$ cat src/rtl/t03_dpu_write_sched_pkg.sv
`default_nettype none
// ============================================================================
// Module      : t03_dpu_pkg
// Description : DPU register map, status-word field layout and commit FSM states
// Revision    : 1.0 - initial release
// ============================================================================
package t03_dpu_pkg;

    localparam logic [31:0] STATUS_ADDR = 32'hFF00_0004;
    localparam logic [31:0] POS_ADDR    = 32'hFF00_0008;
    localparam logic [31:0] IDLE_ADDR   = 32'h0000_0000;

    localparam int GAME_STATE_LSB = 28;
    localparam int GAME_STATE_MSB = 30;
    localparam int P1_STATE_LSB   = 26;
    localparam int P1_STATE_MSB   = 27;
    localparam int P2_STATE_LSB   = 24;
    localparam int P2_STATE_MSB   = 25;
    localparam int P1_HEALTH_LSB  = 20;
    localparam int P1_HEALTH_MSB  = 23;
    localparam int P2_HEALTH_LSB  = 16;
    localparam int P2_HEALTH_MSB  = 19;
    localparam int P1_LEFT_BIT    = 1;
    localparam int P2_LEFT_BIT    = 0;

    typedef enum logic [1:0] {
        IDLE = 2'd0,
        WR_S = 2'd1,
        WR_P = 2'd2
    } state_t;

endpackage
`default_nettype wire

$ cat src/rtl/t03_dpu_write_sched_if.sv
`default_nettype none
// ============================================================================
// Module      : t03_dpu_write_sched_if
// Description : CPU write bus as seen by the DPU write scheduler
// Revision    : 1.0 - initial release
// ============================================================================
interface t03_dpu_write_sched_if;

    logic        cpu_wen;
    logic [31:0] cpu_addr;
    logic [31:0] cpu_wdata;
    logic        cpu_ack;

    modport master (
        output cpu_wen,
        output cpu_addr,
        output cpu_wdata,
        input  cpu_ack
    );

    modport slave (
        input  cpu_wen,
        input  cpu_addr,
        input  cpu_wdata,
        output cpu_ack
    );

endinterface
`default_nettype wire

$ cat src/rtl/t03_shadow_slot.sv
`default_nettype none
// ============================================================================
// Module      : t03_shadow_slot
// Description : One pending DPU word (data + valid) with overwrite detection
// Revision    : 1.0 - initial release
// ============================================================================
module t03_shadow_slot (
    input  wire logic        clk,
    input  wire logic        rst,
    input  wire logic        i_wen,
    input  wire logic [31:0] i_wdata,
    input  wire logic        i_clr,
    output logic      [31:0] o_data,
    output logic             o_vld,
    output logic             o_ovw
);

    logic [31:0] r_data;
    logic        r_vld;

    // A write landing on the clearing edge starts a fresh pending word
    assign o_ovw  = i_wen & r_vld & ~i_clr;
    assign o_data = r_data;
    assign o_vld  = r_vld;

    always_ff @(posedge clk or posedge rst) begin
        if (rst) begin
            r_data <= '0;
            r_vld  <= 1'b0;
        end else begin
            if (i_wen) begin
                r_data <= i_wdata;
            end
            if (i_wen) begin
                r_vld <= 1'b1;
            end else if (i_clr) begin
                r_vld <= 1'b0;
            end
        end
    end

endmodule
`default_nettype wire

$ cat src/rtl/t03_dpu_write_sched.sv
`default_nettype none
// ============================================================================
// Module      : t03_dpu_write_sched
// Description : Shadows CPU status/position writes and replays them to the DPU
//               on the vsync rising edge so frames never tear
// Revision    : 1.0 - initial release
// ============================================================================
module t03_dpu_write_sched #(
    parameter logic [31:0] STATUS_ADDR = t03_dpu_pkg::STATUS_ADDR,
    parameter logic [31:0] POS_ADDR    = t03_dpu_pkg::POS_ADDR,
    parameter logic [31:0] IDLE_ADDR   = t03_dpu_pkg::IDLE_ADDR
) (
    input  wire logic                  clk,
    input  wire logic                  rst,
    t03_dpu_write_sched_if.slave       bus,
    input  wire logic                  vsync,
    output logic      [31:0]           dpu_addr,
    output logic      [31:0]           dpu_data,
    output logic                       busy,
    output logic      [15:0]           frame_cnt,
    output logic      [7:0]            ovw_cnt
);

    import t03_dpu_pkg::*;

    state_t      r_state;
    state_t      w_state_nxt;
    logic        r_vsync_q;
    logic        r_ack;
    logic        r_busy;
    logic        r_snap_has_p;
    logic [31:0] r_snap_p;
    logic [31:0] r_dpu_addr;
    logic [31:0] r_dpu_data;
    logic [15:0] r_frame_cnt;
    logic [7:0]  r_ovw_cnt;

    logic        w_vs_edge;
    logic        w_commit;
    logic        w_wen_s;
    logic        w_wen_p;
    logic [31:0] w_pend_s;
    logic [31:0] w_pend_p;
    logic        w_vld_s;
    logic        w_vld_p;
    logic        w_ovw_s;
    logic        w_ovw_p;
    logic [31:0] w_addr_nxt;
    logic [31:0] w_data_nxt;

    assign w_vs_edge = vsync & ~r_vsync_q;
    assign w_commit  = (r_state == IDLE) & w_vs_edge & (w_vld_s | w_vld_p);
    assign w_wen_s   = bus.cpu_wen & (bus.cpu_addr == STATUS_ADDR);
    assign w_wen_p   = bus.cpu_wen & (bus.cpu_addr == POS_ADDR);

    t03_shadow_slot u_slot_s (
        .clk     (clk),
        .rst     (rst),
        .i_wen   (w_wen_s),
        .i_wdata (bus.cpu_wdata),
        .i_clr   (w_commit),
        .o_data  (w_pend_s),
        .o_vld   (w_vld_s),
        .o_ovw   (w_ovw_s)
    );

    t03_shadow_slot u_slot_p (
        .clk     (clk),
        .rst     (rst),
        .i_wen   (w_wen_p),
        .i_wdata (bus.cpu_wdata),
        .i_clr   (w_commit),
        .o_data  (w_pend_p),
        .o_vld   (w_vld_p),
        .o_ovw   (w_ovw_p)
    );

    // The status snapshot goes straight into the output register since it is
    // always the first word; only the position word needs a holding register.
    always_comb begin
        w_state_nxt = r_state;
        w_addr_nxt  = IDLE_ADDR;
        w_data_nxt  = '0;
        case (r_state)
            IDLE: begin
                if (w_commit) begin
                    if (w_vld_s) begin
                        w_state_nxt = WR_S;
                        w_addr_nxt  = STATUS_ADDR;
                        w_data_nxt  = w_pend_s;
                    end else begin
                        w_state_nxt = WR_P;
                        w_addr_nxt  = POS_ADDR;
                        w_data_nxt  = w_pend_p;
                    end
                end
            end
            WR_S: begin
                if (r_snap_has_p) begin
                    w_state_nxt = WR_P;
                    w_addr_nxt  = POS_ADDR;
                    w_data_nxt  = r_snap_p;
                end else begin
                    w_state_nxt = IDLE;
                end
            end
            WR_P: begin
                w_state_nxt = IDLE;
            end
            default: begin
                w_state_nxt = IDLE;
            end
        endcase
    end

    always_ff @(posedge clk or posedge rst) begin
        if (rst) begin
            r_state      <= IDLE;
            r_vsync_q    <= 1'b0;
            r_ack        <= 1'b0;
            r_busy       <= 1'b0;
            r_snap_has_p <= 1'b0;
            r_snap_p     <= '0;
            r_dpu_addr   <= IDLE_ADDR;
            r_dpu_data   <= '0;
            r_frame_cnt  <= '0;
            r_ovw_cnt    <= '0;
        end else begin
            r_state    <= w_state_nxt;
            r_vsync_q  <= vsync;
            r_ack      <= bus.cpu_wen;
            r_busy     <= (w_state_nxt != IDLE);
            r_dpu_addr <= w_addr_nxt;
            r_dpu_data <= w_data_nxt;
            if (w_commit) begin
                r_snap_has_p <= w_vld_p;
                r_snap_p     <= w_pend_p;
            end
            if ((r_state != IDLE) && (w_state_nxt == IDLE)) begin
                r_frame_cnt <= r_frame_cnt + 16'd1;
            end
            if ((w_ovw_s | w_ovw_p) && (r_ovw_cnt != 8'hFF)) begin
                r_ovw_cnt <= r_ovw_cnt + 8'd1;
            end
        end
    end

    assign bus.cpu_ack = r_ack;
    assign dpu_addr    = r_dpu_addr;
    assign dpu_data    = r_dpu_data;
    assign busy        = r_busy;
    assign frame_cnt   = r_frame_cnt;
    assign ovw_cnt     = r_ovw_cnt;

endmodule
`default_nettype wire

$ cat src/flat_wrapper.sv
// flat-port wrapper written by rule: the top's interface ports become plain ports
module t03_dpu_write_sched_flat import t03_dpu_pkg::*;
#(
    parameter logic [31:0] STATUS_ADDR = t03_dpu_pkg::STATUS_ADDR,
    parameter logic [31:0] POS_ADDR    = t03_dpu_pkg::POS_ADDR,
    parameter logic [31:0] IDLE_ADDR   = t03_dpu_pkg::IDLE_ADDR
)
  (clk, rst, vsync, dpu_addr, dpu_data, busy, frame_cnt, ovw_cnt, bus_cpu_wen, bus_cpu_addr, bus_cpu_wdata, bus_cpu_ack);
  t03_dpu_write_sched_if bus_i ();
  input  wire logic clk;
  input  wire logic rst;
  input  wire logic vsync;
  output logic      [31:0] dpu_addr;
  output logic      [31:0] dpu_data;
  output logic busy;
  output logic      [15:0] frame_cnt;
  output logic      [7:0] ovw_cnt;
  input wire logic [$bits(bus_i.cpu_wen)-1:0] bus_cpu_wen;
  input wire logic [$bits(bus_i.cpu_addr)-1:0] bus_cpu_addr;
  input wire logic [$bits(bus_i.cpu_wdata)-1:0] bus_cpu_wdata;
  output wire logic [$bits(bus_i.cpu_ack)-1:0] bus_cpu_ack;
  assign bus_i.cpu_wen = bus_cpu_wen;
  assign bus_i.cpu_addr = bus_cpu_addr;
  assign bus_i.cpu_wdata = bus_cpu_wdata;
  assign bus_cpu_ack = bus_i.cpu_ack;
  t03_dpu_write_sched #(.STATUS_ADDR(STATUS_ADDR), .POS_ADDR(POS_ADDR), .IDLE_ADDR(IDLE_ADDR)) u_core (.clk(clk), .rst(rst), .bus(bus_i), .vsync(vsync), .dpu_addr(dpu_addr), .dpu_data(dpu_data), .busy(busy), .frame_cnt(frame_cnt), .ovw_cnt(ovw_cnt));
endmodule
$ cat config.mk
export PLATFORM = sky130hd
export DESIGN_NAME = t03_dpu_write_sched_flat
export DESIGN_NICKNAME = d
export VERILOG_FILES = /design/src/rtl/t03_dpu_write_sched_pkg.sv /design/src/rtl/t03_dpu_write_sched_if.sv /design/src/rtl/t03_shadow_slot.sv /design/src/rtl/t03_dpu_write_sched.sv /design/src/flat_wrapper.sv
export SDC_FILE = /design/constraint.sdc
export NUM_CORES = 1
export LEC_CHECK = 0
export BUFFER_PORTS_ARGS = -buffer_cell sky130_fd_sc_hd__buf_2
export CAP_MARGIN = 20
export CORE_MARGIN = 4
export CORE_UTILIZATION = 58
export DETAILED_ROUTE_END_ITERATION = 10
export PLACE_DENSITY = 0.85
export SYNTH_ARGS = -nofsm -noshare
export SYNTH_HDL_FRONTEND = slang
export SYNTH_HIERARCHICAL = 1
export SYNTH_SLANG_ARGS = --single-unit
$ cat constraint.sdc
create_clock -name clk -period 5.85 [get_ports clk]
set_clock_uncertainty 0.2 [all_clocks]
set_input_delay 0.585 -clock clk [delete_from_list [all_inputs] [get_ports clk]]
set_output_delay 0.585 -clock clk [all_outputs]
set_load 0.05 [all_outputs]
Word level (Yosys, flattened, before mapping) --
Index checks and enable logic that the tools add are counted.
Cells by class: add/sub/neg operators 2, equality and inequality tests 4, multiplexer cells 15, bitwise logic cells 13, reductions and logical operators 8
Operators with widths (number):
- $mux W32 | 5
- $pmux W32 S2 | 2
- $eq A32 B32 Y1 const B | 2
- $add A16 B1 Y16 const B | 1
- $and A1 B1 Y1 | 9
- $add A8 B1 Y8 const B | 1
- $ne A8 B8 Y1 const B | 1
- $reduce_bool A2 Y1 | 4
- $mux W2 | 3
- $logic_not A2 Y1 | 2
- $mux W4 | 1
- $pmux W2 S2 | 1
- $mux W1 | 3
- $eq A2 B1 Y1 const B | 1
- $logic_and A1 B1 Y1 | 2
- $not A1 Y1 | 2
- $or A1 B1 Y1 | 2
Storage, ports and cells: register bits 192, input port bits 68, output and inout port bits 90, word-level logic and storage cells 56

Logic depth before layout (Yosys ltp) --
word-level depth 8, gate-level depth with buffers 11, depth with buffers taken out 9

By module --
Netlist, hierarchy kept.
Modules (own cells, without submodules):
- t03_dpu_write_sched | instances 1, cells each 440, area an instance 4409.2 µm², sequential area each 2427.3 µm²
- t03_shadow_slot | instances 2, cells each 73, area an instance 1378.8 µm², sequential area each 825.8 µm²

Worst setup path before layout --
No wires, ideal clock.
path kind in2reg, from in bus_cpu_addr[11], to reg u_core.r_ovw_cnt[1] (netlist: u_core/ovw_cnt[1]), library setup time 0.125 ns, arrival time 2.676 ns, required time 5.525 ns, path slack 2.849 ns, stages on the path 10, buffers on the path 2, cells stage by stage nor4b_1 > nand4_1 > nor4_1 > and3b_1 > buf_6 > buf_8 > and3_1 > nor2_1 > a31oi_1 > mux2_2
Between the ends: cells in the longest elaborated chain, start to end 6, elaborated cells between the ends (all ways) 10, those cells by class eq/ne: 2; bitwise: 7; reduce/logical: 1
Ends and longest elaborated chain:
- from (decl) | RTL line flat_wrapper.sv:19 | input wire logic [$bits(bus_i.cpu_addr)-1:0] bus_cpu_addr;
- $eq A32 B32 Y1 | RTL line t03_dpu_write_sched.sv:54 | assign w_wen_p = bus.cpu_wen & (bus.cpu_addr == POS_ADDR);
- $and A1 B1 Y1 | RTL line t03_dpu_write_sched.sv:54
- via u_core.w_wen_p | RTL line t03_dpu_write_sched.sv:41 | logic w_wen_p;
- $and A1 B1 Y1 (2 in a row) | RTL line t03_shadow_slot.sv:22 | assign o_ovw = i_wen & r_vld & ~i_clr;
- via u_core.w_ovw_p | RTL line t03_dpu_write_sched.sv:47 | logic w_ovw_p;
- $or A1 B1 Y1 | RTL line t03_dpu_write_sched.sv:142 | if ((w_ovw_s | w_ovw_p) && (r_ovw_cnt != 8'hFF)) begin
- $logic_and A1 B1 Y1 | RTL line t03_dpu_write_sched.sv:142
- to (signal assigned) | RTL line t03_dpu_write_sched.sv:143 | r_ovw_cnt <= r_ovw_cnt + 8'd1;
- to (decl) | RTL line t03_dpu_write_sched.sv:36 | logic [7:0] r_ovw_cnt;
The timed path passes the listed nets, and every way through them passes these cells. A chain may end at the register's enable or synchronous reset.

Final worst setup path --
from reg u_core.r_state[1], to reg u_core.r_ovw_cnt[1] (netlist: u_core/ovw_cnt[1])
Between the ends: cells in the longest elaborated chain, start to end 7, elaborated cells between the ends (all ways) 8, those cells by class bitwise: 6; reduce/logical: 2
Ends and longest elaborated chain:
- from (decl) | RTL line t03_dpu_write_sched.sv:26 | state_t r_state;
- from (signal assigned) | RTL line t03_dpu_write_sched.sv:129 | r_state <= w_state_nxt;
- $logic_not A2 Y1 | RTL line t03_dpu_write_sched.sv:52 | assign w_commit = (r_state == IDLE) & w_vs_edge & (w_vld_s | w_vld_p);
- $and A1 B1 Y1 (2 in a row) | RTL line t03_dpu_write_sched.sv:52
- $not A1 Y1 | RTL line t03_shadow_slot.sv:22
- $and A1 B1 Y1 | RTL line t03_shadow_slot.sv:22
- via u_core.w_ovw_p | RTL line t03_dpu_write_sched.sv:47
- $or A1 B1 Y1 | RTL line t03_dpu_write_sched.sv:142
- $logic_and A1 B1 Y1 | RTL line t03_dpu_write_sched.sv:142
The timed path passes the listed nets, and every way through them passes these cells.

==> metrics.md <==
| Metric | Value |
|---|---|
| Run status | `completed` |
| Max-cap violations | `0` |
| Total GRT Usage | `23.8%` |
| Commonest non-fill, non-tap cell in the layout | `dfrtp_1` |
| Antenna cells | `0` |
| RSZ-0062 raised after global routing | `false` |
| Combinational power share | `3.9%` |
| Routed WL | `16500 um` |
| Nets | `approximately 780` |
| Drt pass-1 iters | `5` |
| Unique masters post-synth | `44` |
| Final setup fails | `0` |
| Fin crit share | `58.1%` |
| WP data required | `5.96 ns` |
| Pwr per Cell Area | `273 nW/um^2` |
| Pleak | `4.44 nW` |
| Worst skew pair latency | `0.42 ns` |
| Reg power frac | `about half` |
| Synthesized instance count | `586` |
| Vias per cell | `5.54` |
| Initial Util | `between 50% and 60%` |
| Post-Syn Area | `7170 um^2` |
| Reg clk slew, reported paths | `approximately 0.06 ns` |
| Clock sinks | `163` |
| Sequential fraction of the synthesis area | `between 50% and 60%` |
| Hold Path Depth | `1` |
| Mux contribution to synthesized area | `15.6%` |
| Fmax | `294 MHz` |
| Htree depth | `4` |
| Max incr delay on CP | `0.67 ns` |
| RR Startpoint | `u_core/r_state[1]` |
| CTS tree | `built` |
| Post-route ant nets | `0` |
| Async SR Flop Fraction | `100%` |
| Rows | `40` |
| Post-layout util | `between 60 and 70%` |
| Initial antenna violation count | `0` |
| VDD IR max | `0.000224 V` |
| Hold Path End | `u_core/bus.cpu_ack` |
| FF+latch count, synth | `approximately 160` |
| Area growth from synthesis to layout | `16.3%` |
| Commonest cells after routing, fill and taps aside | `dfrtp_1 (162), buf_2 (135), nand2_1 (131)` |
| Pin count of the biggest net entering global routing | `between 70 and 80` |
| Layout cells sized above 1 | `34.9%` |
| Main synth FF type | `dfrtp_1` |
| Yosys warns | `6` |
| Xor/xnor share of the synthesized area | `2.57%` |
| Hold path startpoint | `bus_cpu_wen` |
| Post-detailed-placement half-perimeter wirelength | `around 10000 um` |
| Core area | `12100 um^2` |
| Number of enable flip-flop cells after synthesis | `0` |
| Class of the worst hold path | `in -> reg` |
| Count of final max-slew check failures | `0` |
| CP endpoint kind | `flip-flop` |
| Sw power | `498 uW` |
| I/O pin total | `roughly 160` |
| Clock share of power | `a little under half` |
| Vias | `between 4000 and 5000` |
| Worst setup SP type | `flip-flop` |
| Wire length per cell | `18.5 um` |
| Register-to-Register Path Depth | `8` |
| Flop-to-flop setup slack | `2.45 ns` |
| Post-Synth Simple-Gate Area | `13.3%` |
| DRC | `0` |
| Max_slew headroom | `30.2%` |
| Remaining global-route overflow | `0` |
| Fill count | `approximately 820` |
| GP Congestion | `just under 0.8` |
| Slew @ Worst Pin | `1.05 ns` |
| Post-CTS Setup Bufs | `0` |
| Root buffer cell | `clkbuf_16` |
| Maximum clock path buffer count | `2` |
| Setup TNS | `0 ns` |
| Die Wd | `~120 um` |
| Critical-path top delay cell | `dfrtp_1` |
| Worst r2r dst | `u_core/ovw_cnt[1]` |
| First-pass GRT wire length | `26700 um` |
| Crit path max fanout | `34` |
| Worst Path Arrival | `approximately 3.5 ns` |
| Pint | `1.78 mW` |
| Initial DRC count | `between 300 and 400` |
| CTS-repair resized insts | `0` |
| Port Buffers | `135` |
| Final Hold Vio Count | `0` |
| Chip height | `119 um` |
| Switching fraction of total power | `21.9%` |
| Avg Cell Area, Syn | `12.2 um^2` |
| CTS buffer count | `17` |
| Min Clock Period, post-route | `3.40 ns` |
| Adder and majority gate portion of the synthesized area | `less than 1%` |
| Vias in the first global route | `approximately 5300` |
| Full die area | `~14000 um^2` |
| Compound-gate portion of the synthesized area | `4.42%` |
| Largest family of logic cells by synthesized area | `multiplexers` |
| Critical path type | `reg -> reg` |
| Crit-path cells | `nor4b_4 > o21ai_4 > inv_2 > inv_1 > and3_1 > nor2_1 > a31oi_1 > mux2_2` |
## worst max-delay path by stage
| stage | slack (ns) | start | depth (start not counted) | to |
|---|---|---|---|---|
| 3_5_place_dp | 2.53 | bus_cpu_addr[11] | 9 | u_core/ovw_cnt[1] |
| 6_report | 2.45 | u_core/r_state[1] | 8 | u_core/ovw_cnt[1] |
| 3_3_place_gp | 2.67 | bus_cpu_addr[11] | 9 | u_core/ovw_cnt[1] |
| 5_1_grt | 2.31 | u_core/r_state[1] | 8 | u_core/ovw_cnt[1] |
| 2_1_floorplan | 2.53 | rst | 1 | u_core/bus.cpu_ack |
| 4_1_cts | 2.54 | u_core/r_state[1] | 8 | u_core/ovw_cnt[1] |
## registers in the layout (all words and copies together), names as in the netlist
name                    flops
u_core/ovw_cnt              8
u_core/bus.cpu_ack          1
u_core/busy                 1
u_core/r_state              2
u_core/u_slot_p/o_vld       1
u_core/r_snap_p            32
u_core/dpu_addr             3
u_core/u_slot_s/o_vld       1
u_core/u_slot_p/o_data     32
u_core/r_vsync_q            1
u_core/u_slot_s/o_data     32
u_core/r_snap_has_p         1
u_core/frame_cnt           16
u_core/dpu_data            32
## synth_stat cells (all sizes together) (9+ instances only)
master,count,share of area (%)
dfrtp,163,57
nand2,131,6.9
xnor2,11,1.3
o21ai,29,2.1
buf,49,5.7
mux2,67,13
mux2i,15,2.1
nand4,10,0.87
xor2,10,1.2
inv,12,0.63
nor4b,10,1.4
a21oi,12,0.84
clkbuf,9,0.47
## metal layers
metal	track usage (%)	vias to the layer above	part of all wire, %
met4	10.1	0	2.3
met5	0	-	0
li1	-	2189	-
met2	41.9	240	52
met3	4.84	38	6.1
met1	28.4	2477	40
## power groups by stage
stage	clock network, mW	registers [mW]	logic (mW)
finish	1.06	1.13	0.0890
global route	1.12	1.13	0.0972
global placement	0	1.15	0.0877
CTS	1.07	1.13	0.0906
detailed placement	0	1.15	0.0897
floorplan	0	1.15	0.0619
## what timing repair did
action,in CTS,in global routing
hold buffers,1,0
endpoints found under the hold margin,35,0
setup endpoints to repair,0,0
## worst max-delay path, delay by kind of cell (launching register included)
family	cells	cell delay, ns
muxes	1	0.34
AOI/OAI and AO/OA	2	0.33
buffers and inverters	2	0.66
DFF	1	0.67
and+or+nand+nor	3	1.07
## cell families after synthesis
kind of cell	count (synthesis)
other	1
multiplexers	82
AND/OR/NAND/NOR	196
flip-flops	163
AO/OA/AOI/OAI	51
XOR/XNOR	21
adder cells (fa/ha/maj)	2
buffers and inverters	70
## per-stage QoR
stage / power (mW) / cell area (um^2) / setup slack, ns / std cells / hold slack, ns
2_1_floorplan: 1.21 / 7250 / 2.53 / 607 / 0.245
4_1_cts: 2.29 / 8340 / 2.54 / 892 / 0.0626
3_5_place_dp: 1.24 / 7760 / 2.53 / 859 / 0.260
3_3_place_gp: 1.24 / 7760 / 2.67 / 859 / 0.251
6_report: 2.27 / 8340 / 2.45 / 892 / 0.0820
5_1_grt: 2.35 / 8340 / 2.31 / 892 / 0.0761
## area by class of cell
class / count / area, um^2 / area share, %
repair buffers: 143 / 738 / 8.85
clock buffers: 23 / 488 / 5.85
flip-flops and latches: 163 / 4080 / 48.9
inverters: 12 / 47.5 / 0.570
multi-input cells: 374 / 2700 / 32.3
well taps: 168 / 210 / 2.52
clock inverters: 9 / 78.8 / 0.945
(Power assumes the default switching activity.)
